==> src/rtl/time_setter.sv <==
// Button-driven time editor: captures the running time, lets hour/min/sec be stepped, then strobes time_ow.
// Optional macro TIME_SETTER_DEC_EN enables the btn_dec decrement path.
module time_setter #(
  parameter int OW_PULSE_CYCLES = 4,
  parameter int TIMEOUT_CYCLES  = 50_000_000
) (
  input  logic        clk,
  input  logic        rst,
  input  logic        btn_mode,
  input  logic        btn_inc,
  input  logic        btn_dec,
  input  logic [16:0] time_cur,
  output logic [16:0] time_in,
  output logic        time_ow,
  output logic        editing,
  output logic [1:0]  field_sel
);

  localparam int TW = $clog2(TIMEOUT_CYCLES);
  localparam logic [TW-1:0] TO_LAST = TW'(TIMEOUT_CYCLES - 1);
  localparam logic [7:0]    OW_LAST = 8'(OW_PULSE_CYCLES);

  typedef enum logic [2:0] {IDLE, SET_HR, SET_MIN, SET_SEC, COMMIT} state_t;

`ifdef TIME_SETTER_DEC_EN
  localparam int NB = 3;
  logic [NB-1:0] btn_now;
  assign btn_now = {btn_dec, btn_inc, btn_mode};
`else
  localparam int NB = 2;
  logic [NB-1:0] btn_now;
  logic          unused_btn_dec;
  assign btn_now        = {btn_inc, btn_mode};
  assign unused_btn_dec = btn_dec;
`endif

  state_t        state_reg, state_next;
  logic [NB-1:0] btn_prev_reg;
  logic          armed_reg;
  logic [NB-1:0] edge_vec;
  logic [4:0]    hr_reg, hr_next;
  logic [5:0]    min_reg, min_next, sec_reg, sec_next;
  logic [TW-1:0] to_cnt_reg, to_cnt_next;
  logic [7:0]    ow_cnt_reg, ow_cnt_next;
  logic          time_ow_reg, time_ow_next;
  logic          editing_reg, editing_next;
  logic [1:0]    field_sel_reg, field_sel_next;
  logic          mode_edge, inc_step, dec_step, activity, in_set;

  // armed_reg masks the first cycle after reset so a held button is not seen as an edge
  for (genvar gi = 0; gi < NB; gi++) begin : g_edge
    assign edge_vec[gi] = armed_reg & btn_now[gi] & ~btn_prev_reg[gi];
  end

  assign mode_edge = edge_vec[0];
  assign activity  = |edge_vec;
`ifdef TIME_SETTER_DEC_EN
  assign inc_step = edge_vec[1] & ~edge_vec[2] & ~mode_edge;
  assign dec_step = edge_vec[2] & ~edge_vec[1] & ~mode_edge;
`else
  assign inc_step = edge_vec[1] & ~mode_edge;
  assign dec_step = 1'b0;
`endif

  assign in_set = (state_reg == SET_HR) || (state_reg == SET_MIN) || (state_reg == SET_SEC);

  function automatic logic [5:0] step_field(input logic [5:0] v, input logic [5:0] top,
                                            input logic up, input logic down);
    if (up)   return (v == top)  ? 6'd0 : v + 6'd1;
    if (down) return (v == 6'd0) ? top  : v - 6'd1;
    return v;
  endfunction

  always_ff @(posedge clk) begin
    if (rst) begin
      state_reg     <= IDLE;
      btn_prev_reg  <= '0;
      armed_reg     <= 1'b0;
      hr_reg        <= '0;
      min_reg       <= '0;
      sec_reg       <= '0;
      to_cnt_reg    <= '0;
      ow_cnt_reg    <= '0;
      time_ow_reg   <= 1'b0;
      editing_reg   <= 1'b0;
      field_sel_reg <= 2'd0;
    end else begin
      state_reg     <= state_next;
      btn_prev_reg  <= btn_now;
      armed_reg     <= 1'b1;
      hr_reg        <= hr_next;
      min_reg       <= min_next;
      sec_reg       <= sec_next;
      to_cnt_reg    <= to_cnt_next;
      ow_cnt_reg    <= ow_cnt_next;
      time_ow_reg   <= time_ow_next;
      editing_reg   <= editing_next;
      field_sel_reg <= field_sel_next;
    end
  end

  always_comb begin
    state_next = state_reg;
    case (state_reg)
      IDLE:    if (mode_edge) state_next = SET_HR;
      SET_HR:  if (mode_edge) state_next = SET_MIN;
               else if (!activity && to_cnt_reg == TO_LAST) state_next = IDLE;
      SET_MIN: if (mode_edge) state_next = SET_SEC;
               else if (!activity && to_cnt_reg == TO_LAST) state_next = IDLE;
      SET_SEC: if (mode_edge) state_next = COMMIT;
               else if (!activity && to_cnt_reg == TO_LAST) state_next = IDLE;
      COMMIT:  if (ow_cnt_reg == OW_LAST) state_next = IDLE;
      default: state_next = IDLE;
    endcase
  end

  always_comb begin
    hr_next     = hr_reg;
    min_next    = min_reg;
    sec_next    = sec_reg;
    to_cnt_next = '0;
    ow_cnt_next = '0;
    case (state_reg)
      IDLE: if (mode_edge) begin
        // out-of-range fields from the running clock are replaced by zero
        hr_next  = (time_cur[16:12] > 5'd23) ? 5'd0 : time_cur[16:12];
        min_next = (time_cur[11:6]  > 6'd59) ? 6'd0 : time_cur[11:6];
        sec_next = (time_cur[5:0]   > 6'd59) ? 6'd0 : time_cur[5:0];
      end
      SET_HR:  hr_next  = 5'(step_field({1'b0, hr_reg}, 6'd23, inc_step, dec_step));
      SET_MIN: min_next = step_field(min_reg, 6'd59, inc_step, dec_step);
      SET_SEC: sec_next = step_field(sec_reg, 6'd59, inc_step, dec_step);
      COMMIT:  if (state_next == COMMIT) ow_cnt_next = ow_cnt_reg + 8'd1;
      default: ;
    endcase
    if (in_set && !activity && state_next != IDLE) to_cnt_next = to_cnt_reg + 1'b1;

    editing_next = (state_next != IDLE);
    time_ow_next = (state_reg == COMMIT) && (state_next == COMMIT);
    case (state_next)
      SET_HR:  field_sel_next = 2'd1;
      SET_MIN: field_sel_next = 2'd2;
      SET_SEC: field_sel_next = 2'd3;
      default: field_sel_next = 2'd0;
    endcase
  end

  assign time_in   = {hr_reg, min_reg, sec_reg};
  assign time_ow   = time_ow_reg;
  assign editing   = editing_reg;
  assign field_sel = field_sel_reg;

endmodule
==> config.mk <==
export PLATFORM = sky130hd
export DESIGN_NAME = time_setter
export DESIGN_NICKNAME = d
export VERILOG_FILES = /design/src/rtl/time_setter.sv
export SDC_FILE = /design/constraint.sdc
export NUM_CORES = 1
export LEC_CHECK = 0
export CAP_MARGIN = 5
export CORE_MARGIN = 2
export CORE_UTILIZATION = 59
export DETAILED_ROUTE_END_ITERATION = 8
export GPL_TIMING_DRIVEN = 0
export PLACE_DENSITY = 0.89
export SLEW_MARGIN = 10
export SYNTH_ARGS = -nofsm -noshare
export SYNTH_HDL_FRONTEND = slang
export SYNTH_SLANG_ARGS = --single-unit
==> constraint.sdc <==
create_clock -name clk -period 4.8 [get_ports clk]
set_input_delay 0.96 -clock clk [delete_from_list [all_inputs] [get_ports clk]]
set_output_delay 0.96 -clock clk [all_outputs]
set_load 0.01 [all_outputs]
After elaboration in Yosys (flattened, before gate mapping)
Cells that the tools add are included.
{"block": "classes", "eq_ne": 17, "bitwise_logic": 11, "div": 0, "shift": 0, "multipliers": 0, "reduce_logical": 18, "order_cmp": 3, "n_mux": 40, "n_addsub": 5}
{"cell": "$mux W6", "count": 12}
{"cell": "$mux W5", "count": 6}
{"cell": "$add A26 B1 Y26 const B", "count": 1}
{"cell": "$eq A26 B26 Y1 const B", "count": 1}
{"cell": "$pmux W6 S2", "count": 2}
{"cell": "$mux W3", "count": 6}
{"cell": "$pmux W3 S5", "count": 1}
{"cell": "$add A6 B1 Y6 const B", "count": 2}
{"cell": "$eq A3 B2 Y1 const B", "count": 4}
{"cell": "$eq A6 B6 Y1 const B", "count": 2}
{"cell": "$gt A6 B6 Y1 const B", "count": 2}
{"cell": "$mux W1", "count": 11}
{"cell": "$pmux W5 S2", "count": 1}
{"cell": "$ne A3 B1 Y1 const B", "count": 3}
{"cell": "$reduce_and A3 Y1", "count": 3}
{"cell": "$add A8 B1 Y8 const B", "count": 1}
{"cell": "$eq A8 B3 Y1 const B", "count": 1}
{"cell": "$eq A3 B1 Y1 const B", "count": 2}
{"cell": "$eq A3 B3 Y1 const B", "count": 2}
{"cell": "$not A1 Y1", "count": 6}
{"cell": "$pmux W2 S3", "count": 1}
{"cell": "$reduce_bool A2 Y1", "count": 3}
{"cell": "$add A5 B1 Y5 const B", "count": 1}
{"cell": "$and A1 B1 Y1", "count": 5}
{"cell": "10 further kinds", "count": 15}
{"block": "word_totals", "word_cells": 105, "memories": 0, "register_bits": 61, "mem_bits_ro": 0, "out_inout_bits": 21, "mem_bits_rw": 0, "latchBits": 0}

Depth between registers and ports, before layout
Gate-level depths: netlist of the first run.
{"block": "logic_depth", "ltp_word": 12, "depth_mapped": 8, "ltp_nobuf": 6}

Worst setup path before layout of the first run
Ideal clock, no wire load.
{"block": "synth_path", "path_kind": "in2reg", "from": "input btn_mode", "to": "register to_cnt_reg[23]", "arrival_ps": 2057, "path_slack_ps": 2628, "path_stages": 6, "required_ps": 4685, "path_cell_list": "nand2b_1 > a21boi_1 > or3_1 > o21ai_4 > buf_6 > nor2_1"}
{"block": "synth_between", "elab_chain_len": 12}
{"item": "start, declared", "line": "9", "text": "input logic btn_mode,"}
{"item": "$and A1 B1 Y1 * (2 in a row)", "line": "52", "text": "assign edge_vec[gi] = armed_reg & btn_now[gi] & ~btn_prev_reg[gi];"}
{"item": "$reduce_or A2 Y1", "line": "56", "text": "assign activity = |edge_vec;"}
{"item": "$logic_not A1 Y1"}
{"item": "$logic_and A1 B1 Y1", "line": "107, 109, 111"}
{"item": "$mux W3", "line": "107, 109, 111"}
{"item": "$mux W3 (on tied branches)", "line": "110, 106, 108"}
{"item": "$pmux W3 S5", "line": "104", "text": "case (state_reg)"}
{"item": "$reduce_bool A3 Y1", "line": "136", "text": "if (in_set && !activity && state_next != IDLE) to_cnt_next = to_cnt_reg + 1'b1;"}
{"item": "$logic_and A1 B1 Y1 *", "line": "136"}
{"item": "$not A1 Y1 (no line) *"}
{"item": "$reduce_or A2 Y1 (no line) *"}
{"item": "end signal, assigned", "line": "94", "text": "to_cnt_reg <= to_cnt_next;"}
{"item": "end, declared", "line": "43", "text": "logic [TW-1:0] to_cnt_reg, to_cnt_next;"}
Mark *: on every way between the ends. The rest lies on a longest branch, timed or not.
A chain may end at the register's enable or synchronous reset.

Final worst setup path of the first run
{"block": "layout_path", "from": "input btn_mode", "to": "register sec_reg[1]"}
{"block": "layout_between", "elab_chain_len": 8}
{"item": "$and A1 B1 Y1 * (2 in a row)", "line": "52"}
{"item": "$not A1 Y1", "line": "61", "text": "assign inc_step = edge_vec[1] & ~mode_edge;"}
{"item": "$and A1 B1 Y1", "line": "61"}
{"item": "$mux W1", "line": "69", "text": "if (up) return (v == top) ? 6'd0 : v + 6'd1;"}
{"item": "$mux W1", "line": "123", "text": "case (state_reg)"}
{"item": "$ne A3 B1 Y1 (no line) / $mux W6 (equally long branches)"}
{"item": "$reduce_and A3 Y1 (no line) / $pmux W6 S2 (equally long branches)"}
{"item": "end signal, assigned", "line": "93", "text": "sec_reg <= sec_next;"}
{"item": "end, declared", "line": "42", "text": "logic [5:0] min_reg, min_next, sec_reg, sec_next;"}
Mark *: on every way between the ends. The rest lies on a longest branch, timed or not. The select of a mux whose other input is x is not followed.

==> summary.md, run 1 <==
| Metric | Value |
|---|---|
| Crit path kind | `input pin to register` |
| Hold WC Path Type | `register to register` |
| Max Fclk | `about 390 MHz` |
| Xor/xnor share of the synthesized area | `0.0860` |
| Post-synthesis adder-cell area fraction | `0.0246` |
| Startpoint types | `input pin` |
| RSZ-0062 raised after global routing | `false` |
| Worst setup path start | `btn_mode` |
| Hold depth | `1` |
| Kind of end point of the critical path | `register` |
| CTS clk-pin slew, worst paths | `0.07 ns` |
| Initial antenna violation count | `0` |
| Worst-path maximum fanout | `10` |
| Seq/Total Area, Yosys | `0.400` |
| DR pass1 iterations | `5` |
| Synth Register Bits | `between 60 and 70` |
| Clk root buf | `clkbuf_8` |
| Outcome | `finished clean` |
| Layout cells sized above 1 | `0.0835` |
| Placed Cells | `~470` |
| Final slew viol count | `0` |
| Number of global-route vias before repair | `roughly 2,700` |
| Wirelength per Cell | `14.0 um` |
| Iter 0 DRT Violations | `approximately 170` |
| Most used DFF post-synth | `dfxtp_1` |
| Drt total wl | `between 6000 and 7000 um` |
| Async S/R FF share, synth | `0` |
| Largest register FFs | `26` |
| Min-Delay Startpoint | `to_cnt_reg[0]$_SDFF_PP0_` |
| Mean Syn Cell Area | `about 8.4 um2` |
| Largest family of logic cells by synthesized area | `simple AND/OR/NAND/NOR gates` |
| Synth Area in Simple Gates | `0.294` |
| Tmin final | `2.59 ns` |
| Setup Fix Bufs, Post-CTS | `0` |
| Cells after synthesis | `about 360` |
| Cts bufs inserted | `9` |
| Worst skew pair latency | `between 0.3 and 0.4 ns` |
| Post-DP HPWL | `around 4700 um` |
| Data arrival, critical path | `2.78 ns` |
| Resized cells post-CTS | `0` |
| Final global-route overflow total | `0` |
| Max-cap viol count | `0` |
| Share of synthesized area spent on multiplexers | `0.00328` |
| Fin. Hold Viols | `0` |
| Synth Area in Compound Gates | `0.150` |
| Leakage | `between 1 and 1.5 nW` |
| Maximum clock path buffer count | `2` |
| Core ar. | `between 5000 and 6000 um2` |
| Tightest Pin Transition | `between 0.6 and 0.7 ns` |
| Die width | `76.0 um` |
| DRC viols | `0` |
| Reg2Reg Launch Point | `to_cnt_reg[0]$_SDFF_PP0_` |
| Ant. Diodes | `0` |
| Die area | `5770 um2` |
| Fillers | `between 300 and 400` |
| Final Instance Area | `~3800 um2` |
| FF-to-FF setup slack | `between 2 and 3 ns` |
| Detail Route Antenna Nets | `0` |
| Final cell count without fillers | `roughly 490` |
| Syn-to-layout area delta | `23.7%` |
| Die H | `76.0 um` |
| Number of synthesized flops with an enable pin | `0` |
| Top Ports | `43` |
| Area of the mapped netlist | `3050 um2` |
| Port bufs | `~40` |
| Avg Vias per Cell | `about 5.7` |
| First-pass GRT wire length | `about 12,000 um` |
| Routability congestion estimate from global placement | `approximately 0.86` |
| Synth Net Count | `390` |
| IR drop worst, VDD | `0.000195 V` |
| Required time of the critical path | `roughly 5 ns` |
| CTS Sinks | `just over 60` |
| Yosys cell types | `52` |
| P per Cell Area | `around 300 nW/um2` |
| Hold EP | `to_cnt_reg[0]$_SDFF_PP0_` |
| Nets@finish | `442` |
| Relative slew slack | `0.569` |
| Final setup violation count | `0` |
| # hold bufs at CTS | `0` |
| CTS H-tree depth | `3` |
| Cell Area, Placed | `between 3000 and 4000 um2` |
| Fin Hold WS | `between 0.4 and 0.5 ns` |
| Initial Util | `0.606` |
| Num rows | `26` |
| Reg2Reg Capture Point | `to_cnt_reg[24]$_SDFF_PP0_` |
| Worst Reg-to-Reg Cells | `8` |
| Largest net degree at the start of global routing | `11` |
| Yosys warnings | `0` |
| Period utilization | `0.539` |
| Total power | `~0.0011 W` |
| Final Skew | `0.00458 ns` |
| Vias | `~2,800` |
| GRT Overall Usage | `0.251` |
| CTS tree | `built` |
| Setup_tns | `0 ns` |
## through the flow
stage | setup WS, ns | util
floorplan | 2.63 | -
global placement | 1.99 | 0.704
detailed placement | 1.91 | 0.704
CTS | 2.23 | 0.749
global route | 2.08 | 0.749
finish | 2.21 | 0.749
## where the power goes
| group | internal (W) | total [W] | switching [W] | leakage [nW] |
|---|---|---|---|---|
| logic | 0.0000524 | 0.000100 | 0.0000478 | 0.688 |
| registers | 0.000518 | 0.000530 | 0.0000124 | 0.494 |
| clock network | 0.000319 | 0.000514 | 0.000195 | 0.116 |
## Yosys cell counts (8+ instances only)
cell type	count	area, um2
nor2b_1	8	50.1
xnor2_1	21	184
nor2_1	61	229
and3_1	8	50.1
xor2_1	9	78.8
a21oi_1	18	90.1
dfxtp_1	61	1220
nand4_1	10	62.6
inv_1	14	52.6
o21ai_0	16	80.1
nand2_1	22	82.6
nand3_1	16	80.1
## placed cells by master (no fill, tap or decap), types with 4 or more instances in the layout
master           instances
xor2_1                   9
o21ai_0                 16
o22ai_1                  4
dfxtp_1                 61
nand2b_1                 7
and4_1                   5
ha_1                     6
or2_2                    4
nand2_1                 22
clkbuf_8                11
a21oi_1                 18
xnor2_1                 21
nor2b_1                  8
nor3_1                   5
nand3_1                 16
a31oi_1                  4
inv_1                   14
clkdlybuf4s50_1         41
buf_2                    6
a211oi_1                 4
nor2_1                  61
nor4_1                   7
o2bb2ai_1                4
nand4_1                 10
and3_1                   8
## cell type report
type	count	area [um2]	area share
inverter	14	52.6	0.0139
tap	70	87.6	0.0232
clock buffer	12	155	0.0411
timing repair buffer	41	410	0.109
sequential	61	1220	0.323
clock inverter	4	70.1	0.0185
buffer	12	78.8	0.0209
multi-input combinational	275	1700	0.450
## per-layer routing
metal / routed length [um] / vias up / global-route usage
met5: 0 / - / 0
li1: - / 1397 / -
met4: 153 / 0 / 0.135
met1: 3070 / 1318 / 0.301
met3: 274 / 15 / 0.0440
met2: 3360 / 75 / 0.428
## worst max-delay path: stages
cell,delay [ns]
clkdlybuf4s50_1,0.55
and3b_1,0.22
nand2b_1,0.13
o32a_1,0.35
buf_2,0.20
a221oi_1,0.27
a211oi_1,0.09
## worst max-delay path by stage
stage                                      to  slack, ns  cells after the start
floorplan           to_cnt_reg[23]$_SDFF_PP0_       2.63                      6
global placement     to_cnt_reg[6]$_SDFF_PP0_       1.99                      7
detailed placement   to_cnt_reg[4]$_SDFF_PP0_       1.91                      7
CTS                   sec_reg[1]$_SDFFE_PP0P_       2.23                      7
global route          sec_reg[1]$_SDFFE_PP0P_       2.08                      7
finish                sec_reg[1]$_SDFFE_PP0P_       2.21                      7
## cell families (layout without fill, tap and decap cells)
logic type	after synthesis	after routing
AND/OR/NAND/NOR	170	170
AO/OA/AOI/OAI	68	68
flip-flops	61	61
XOR/XNOR	30	30
buffers and inverters	26	83
adder cells (fa/ha/maj)	6	6
multiplexers	1	1
Note: power is estimated with default switching activity, not from simulation.
==> run 2: changes to the inputs <==
--- a/config.mk
+++ b/config.mk
@@ -7,10 +7,10 @@
 export LEC_CHECK = 0
 export CAP_MARGIN = 5
 export CORE_MARGIN = 2
-export CORE_UTILIZATION = 59
+export CORE_UTILIZATION = 54
 export DETAILED_ROUTE_END_ITERATION = 8
 export GPL_TIMING_DRIVEN = 0
-export PLACE_DENSITY = 0.89
+export PLACE_DENSITY = 0.83
 export SLEW_MARGIN = 10
 export SYNTH_ARGS = -nofsm -noshare
 export SYNTH_HDL_FRONTEND = slang
==> constraint.sdc (replaced) <==
create_clock -name clk -period 2.5 [get_ports clk]
set_input_delay 0.5 -clock clk [delete_from_list [all_inputs] [get_ports clk]]
set_output_delay 0.5 -clock clk [all_outputs]
set_load 0.01 [all_outputs]
==> summary.md, run 2 (synthesized netlist as in run 1, its figures left out) <==
| Metric | Value |
|---|---|
| Ant. Diodes | `0` |
| Drt total wl | `around 6400 um` |
| Final Instance Area | `3760 um2` |
| Largest register FFs | `26` |
| Crit path kind | `input pin to register` |
| Tightest Pin Transition | `between 0.5 and 0.6 ns` |
| Period utilization | `0.825` |
| Cts bufs inserted | `9` |
| Die width | `79.2 um` |
| Grt met3 use | `0.0466` |
| First-pass GRT wire length | `approximately 11,000 um` |
| Fin Hold WS | `around 0.46 ns` |
| Tmin final | `2.06 ns` |
| CTS H-tree depth | `3` |
| Setup_tns | `0 ns` |
| Die H | `79.2 um` |
| CTS Sinks | `61` |
| Initial Util | `0.558` |
| Total power | `0.00214 W` |
| Clk root buf | `clkbuf_8` |
| Avg Vias per Cell | `between 5 and 6` |
| Final Util | `0.687` |
| Num rows | `27` |
| Worst-path maximum fanout | `10` |
| Layout cells sized above 1 | `0.0788` |
| CTS clk-pin slew, worst paths | `around 0.070 ns` |
| Iter 0 DRT Violations | `140` |
| Worst skew pair latency | `roughly 0.33 ns` |
| Met2 usage | `0.348` |
| Most used routing layer | `met2` |
| Routability congestion estimate from global placement | `just under 0.9` |
| Initial antenna violation count | `0` |
| Maximum clock path buffer count | `2` |
| CTS tree | `built` |
| DRC viols | `0` |
| Max Fclk | `between 400 and 500 MHz` |
| Startpoint types | `input pin` |
| Post-DP HPWL | `between 4000 and 5000 um` |
| Nets@finish | `442` |
| Wirelength per Cell | `about 13 um` |
| # hold bufs at CTS | `0` |
| Required time of the critical path | `2.76 ns` |
| Resized cells post-CTS | `0` |
| Top Ports | `between 40 and 50` |
| Largest net degree at the start of global routing | `11` |
| Core ar. | `approximately 5500 um2` |
| P per Cell Area | `~570 nW/um2` |
| Syn-to-layout area delta | `23.2%` |
| Number of global-route vias before repair | `around 2,500` |
| Final slew viol count | `0` |
| Outcome | `finished clean` |
| Final Skew | `0.00958 ns` |
| Final global-route overflow total | `0` |
| Max-cap viol count | `0` |
| GRT Overall Usage | `0.214` |
| Leakage | `approximately 1.3 nW` |
| Setup Fix Bufs, Post-CTS | `0` |
| Most frequent cells in the layout | `nor2_1, dfxtp_1, clkdlybuf4s50_1` |
| Hold WC Path Type | `register to register` |
| Data arrival, critical path | `between 2 and 2.5 ns` |
| Area of the multi-input gates | `around 1700 um2` |
| Met1 Resource Use GR | `0.266` |
| Final setup violation count | `0` |
| Kind of end point of the critical path | `register` |
| Relative slew slack | `0.627` |
| DR pass1 iterations | `5` |
| IR drop worst, VDD | `slightly below 0.0004 V` |
| Port bufs | `between 40 and 50` |
| Fillers | `about 480` |
| Fin. Hold Viols | `0` |
| Die area | `about 6300 um2` |
| Cell Area, Placed | `approximately 3600 um2` |
| RSZ-0062 raised after global routing | `false` |
| Vias | `roughly 2,700` |
| FF+latch area | `about 1200 um2` |
| Detail Route Antenna Nets | `0` |
## run 2: cell types whose count changed in the layout (fill, tap and decap cells not counted)
cell	change
clkbuf_1	+2
clkinvlp_4	+1
clkinv_2	-1
clkbuf_8	-2
## run 2: layout make-up
type | instances | share of cell area
clock inverter | 4 | 0.0193
sequential | 61 | 0.325
buffer | 12 | 0.0210
inverter | 14 | 0.0140
tap | 72 | 0.0239
clock buffer | 12 | 0.0359
timing repair buffer | 41 | 0.109
multi-input combinational | 275 | 0.452
## run 2: per-layer routing
metal	part of all wire	vias up
met5	0	-
met4	0.024	0
met3	0.047	19
met2	0.45	66
met1	0.47	1250
li1	-	1390
## run 2: worst paths after layout
path	startpoint	to	slack [ns]	cells past startpoint
worst min-delay path	ow_cnt_reg[0]$_SDFF_PP0_	ow_cnt_reg[0]$_SDFF_PP0_	0.46	1
worst max register to register	to_cnt_reg[0]$_SDFF_PP0_	to_cnt_reg[6]$_SDFF_PP0_	0.46	8
worst max-delay path	btn_mode	sec_reg[4]$_SDFFE_PP0P_	0.44	7
worst min register to register	ow_cnt_reg[0]$_SDFF_PP0_	ow_cnt_reg[0]$_SDFF_PP0_	0.46	1
## run 2: report_power, final
part / switching (W) / internal [W]
logic: 0.0000906 / 0.000100
registers: 0.0000234 / 0.000994
clock network: 0.000368 / 0.000561
## run 2: stage by stage
step	std cells	worst slack [ns]
4_1_cts	491	0.440
6_report	491	0.437
2_1_floorplan	362	0.704
5_1_grt	491	0.309
3_3_place_gp	475	0.149
3_5_place_dp	475	0.0888
## run 2: critical path, stage by stage
cell             delay [ns]
clkdlybuf4s50_1        0.51
and3b_1                0.21
nand2b_1               0.14
o32a_1                 0.35
buf_2                  0.19
or2_2                  0.30
a21oi_1                0.12
==> run 3: changes to the inputs <==
==> constraint.sdc (replaced) <==
create_clock -name clk -period 2 [get_ports clk]
set_input_delay 0.4 -clock clk [delete_from_list [all_inputs] [get_ports clk]]
set_output_delay 0.4 -clock clk [all_outputs]
set_load 0.01 [all_outputs]
==> summary.md, run 3 (synthesized netlist as in run 1, its figures left out) <==
| Metric | Value |
|---|---|
| Reg2Reg Launch Point | `to_cnt_reg[1]$_SDFF_PP0_` |
| Max-cap viol count | `0` |
| CTS Sinks | `slightly above 60` |
| Maximum clock path buffer count | `2` |
| RSZ-0062 raised after global routing | `false` |
| FF-to-FF setup slack | `about 0.12 ns` |
| Total power | `approximately 0.0027 W` |
| Port bufs | `41` |
| GRT Overall Usage | `0.215` |
| Initial antenna violation count | `0` |
| Routability congestion estimate from global placement | `between 0.8 and 0.9` |
| CTS tree | `built` |
| Top Ports | `between 40 and 50` |
| Fin. Hold Viols | `0` |
| Largest register FFs | `26` |
| CTS H-tree depth | `3` |
| Reg2Reg Capture Point | `to_cnt_reg[3]$_SDFF_PP0_` |
| Most frequent cells in the layout | `nor2_1, dfxtp_1, clkdlybuf4s50_1` |
| Wirelength per Cell | `about 13 um` |
| Initial Util | `0.558` |
| Worst skew pair latency | `0.34 ns` |
| Final slew viol count | `0` |
| Tightest Pin Transition | `~0.55 ns` |
| Final global-route overflow total | `0` |
| Die area | `~6300 um2` |
| Startpoint types | `input pin` |
| Avg Vias per Cell | `~5.6` |
| Final Util | `0.694` |
| Leakage | `between 1 and 1.5 nW` |
| Max Fclk | `approximately 520 MHz` |
| Number of global-route vias before repair | `between 2,000 and 3,000` |
| DRC viols | `0` |
| Pre-CTS WS | `-0.311 ns` |
| Num rows | `27` |
| Hold WC Path Type | `register to register` |
| Nets@finish | `444` |
| Outcome | `finished clean` |
| CTS clk-pin slew, worst paths | `0.06 ns` |
| Final cell count without fillers | `493` |
| Crit path kind | `input pin to register` |
| Syn-to-layout area delta | `24.3%` |
| Layout cells sized above 1 | `0.0974` |
| # hold bufs at CTS | `0` |
| Core ar. | `5470 um2` |
| Period utilization | `0.954` |
| DR pass1 iterations | `4` |
| Vias | `2,763` |
| Detail Route Antenna Nets | `0` |
| Placed Cells | `around 480` |
| Post-DP HPWL | `roughly 4600 um` |
| Final setup violation count | `0` |
| Min-Delay Startpoint | `to_cnt_reg[0]$_SDFF_PP0_` |
| Worst-path maximum fanout | `10` |
| Die H | `just under 80 um` |
| Cts bufs inserted | `9` |
| IR drop worst, VDD | `0.000489 V` |
| Largest net degree at the start of global routing | `11` |
| P per Cell Area | `between 700 and 800 nW/um2` |
| Final WS setup | `0.0913 ns` |
| Die width | `a little under 80 um` |
| Tmin final | `approximately 1.9 ns` |
| Hold EP | `to_cnt_reg[0]$_SDFF_PP0_` |
| Clk root buf | `clkbuf_8` |
| Setup_tns | `0 ns` |
| Hold depth | `1` |
| Kind of end point of the critical path | `register` |
| Commonest non-fill, non-tap cell in the layout | `nor2_1` |
| Final Skew | `roughly 0.0096 ns` |
| Relative slew slack | `0.635` |
| First-pass GRT wire length | `about 11,000 um` |
| Worst Reg-to-Reg Cells | `8` |
| Data arrival, critical path | `between 2 and 2.5 ns` |
| Drt total wl | `between 6000 and 7000 um` |
| Ant. Diodes | `0` |
| Required time of the critical path | `2.26 ns` |
| Iter 0 DRT Violations | `105` |
-- run 3: worst max-delay path: stages --
cell and delay [ns]:
clkdlybuf4s50_1 0.51, and3b_2 0.24, nand2b_4 0.08, o32a_1 0.32, buf_2 0.19, or2_2 0.30, a21oi_1 0.12
-- run 3: repair_timing --
item | 4_1_cts | 5_1_grt
endpoints found under the setup margin | 20 | 32
hold endpoints to repair | 0 | 0
resized for setup | 0 | 8
buffers inserted | 2 | 0
pin swaps | 1 | 1
-- run 3: report_power, final --
group          switching [W]  internal, W
combinational       0.000115     0.000128
sequential         0.0000295      0.00124
clock               0.000462     0.000701
-- run 3: final cells by class --
| type | count | area, um2 |
|---|---|---|
| clock inverter | 4 | 72.6 |
| fill | 467 | 1680 |
| sequential | 61 | 1220 |
| clock buffer | 12 | 135 |
| timing repair buffer | 43 | 425 |
| buffer | 12 | 81.3 |
| tap | 72 | 90.1 |
| multi-input combinational | 275 | 1720 |
| inverter | 14 | 52.6 |
-- run 3: stage by stage --
step | area, um2 | hold slack [ns]
finish | 3800 | 0.436
global route | 3800 | 0.450
CTS | 3780 | 0.468
detailed placement | 3550 | 0.452
global placement | 3550 | 0.439
floorplan | 3050 | 0.426
-- run 3: how the worst max path moves through the flow --
stage                                end  cells past startpoint  slack, ns                startpoint
6_report         sec_reg[4]$_SDFFE_PP0P_                      7       0.09                  btn_mode
5_1_grt        to_cnt_reg[14]$_SDFF_PP0_                      8       0.01  to_cnt_reg[1]$_SDFF_PP0_
4_1_cts          sec_reg[4]$_SDFFE_PP0P_                      7       0.06                  btn_mode
3_5_place_dp   to_cnt_reg[21]$_SDFF_PP0_                      7      -0.31                  btn_mode
3_3_place_gp    to_cnt_reg[6]$_SDFF_PP0_                      7      -0.25                  btn_mode
2_1_floorplan  to_cnt_reg[24]$_SDFF_PP0_                      8       0.20  to_cnt_reg[0]$_SDFF_PP0_
-- run 3: routing by layer --
layer  vias to the layer above  global-route usage  part of all wire
li1                       1394                   -                 -
met1                      1288               0.266              0.47
met3                        19              0.0466             0.043
met5                         -                   0                 0
met4                         0               0.110             0.024
met2                        62               0.349              0.46
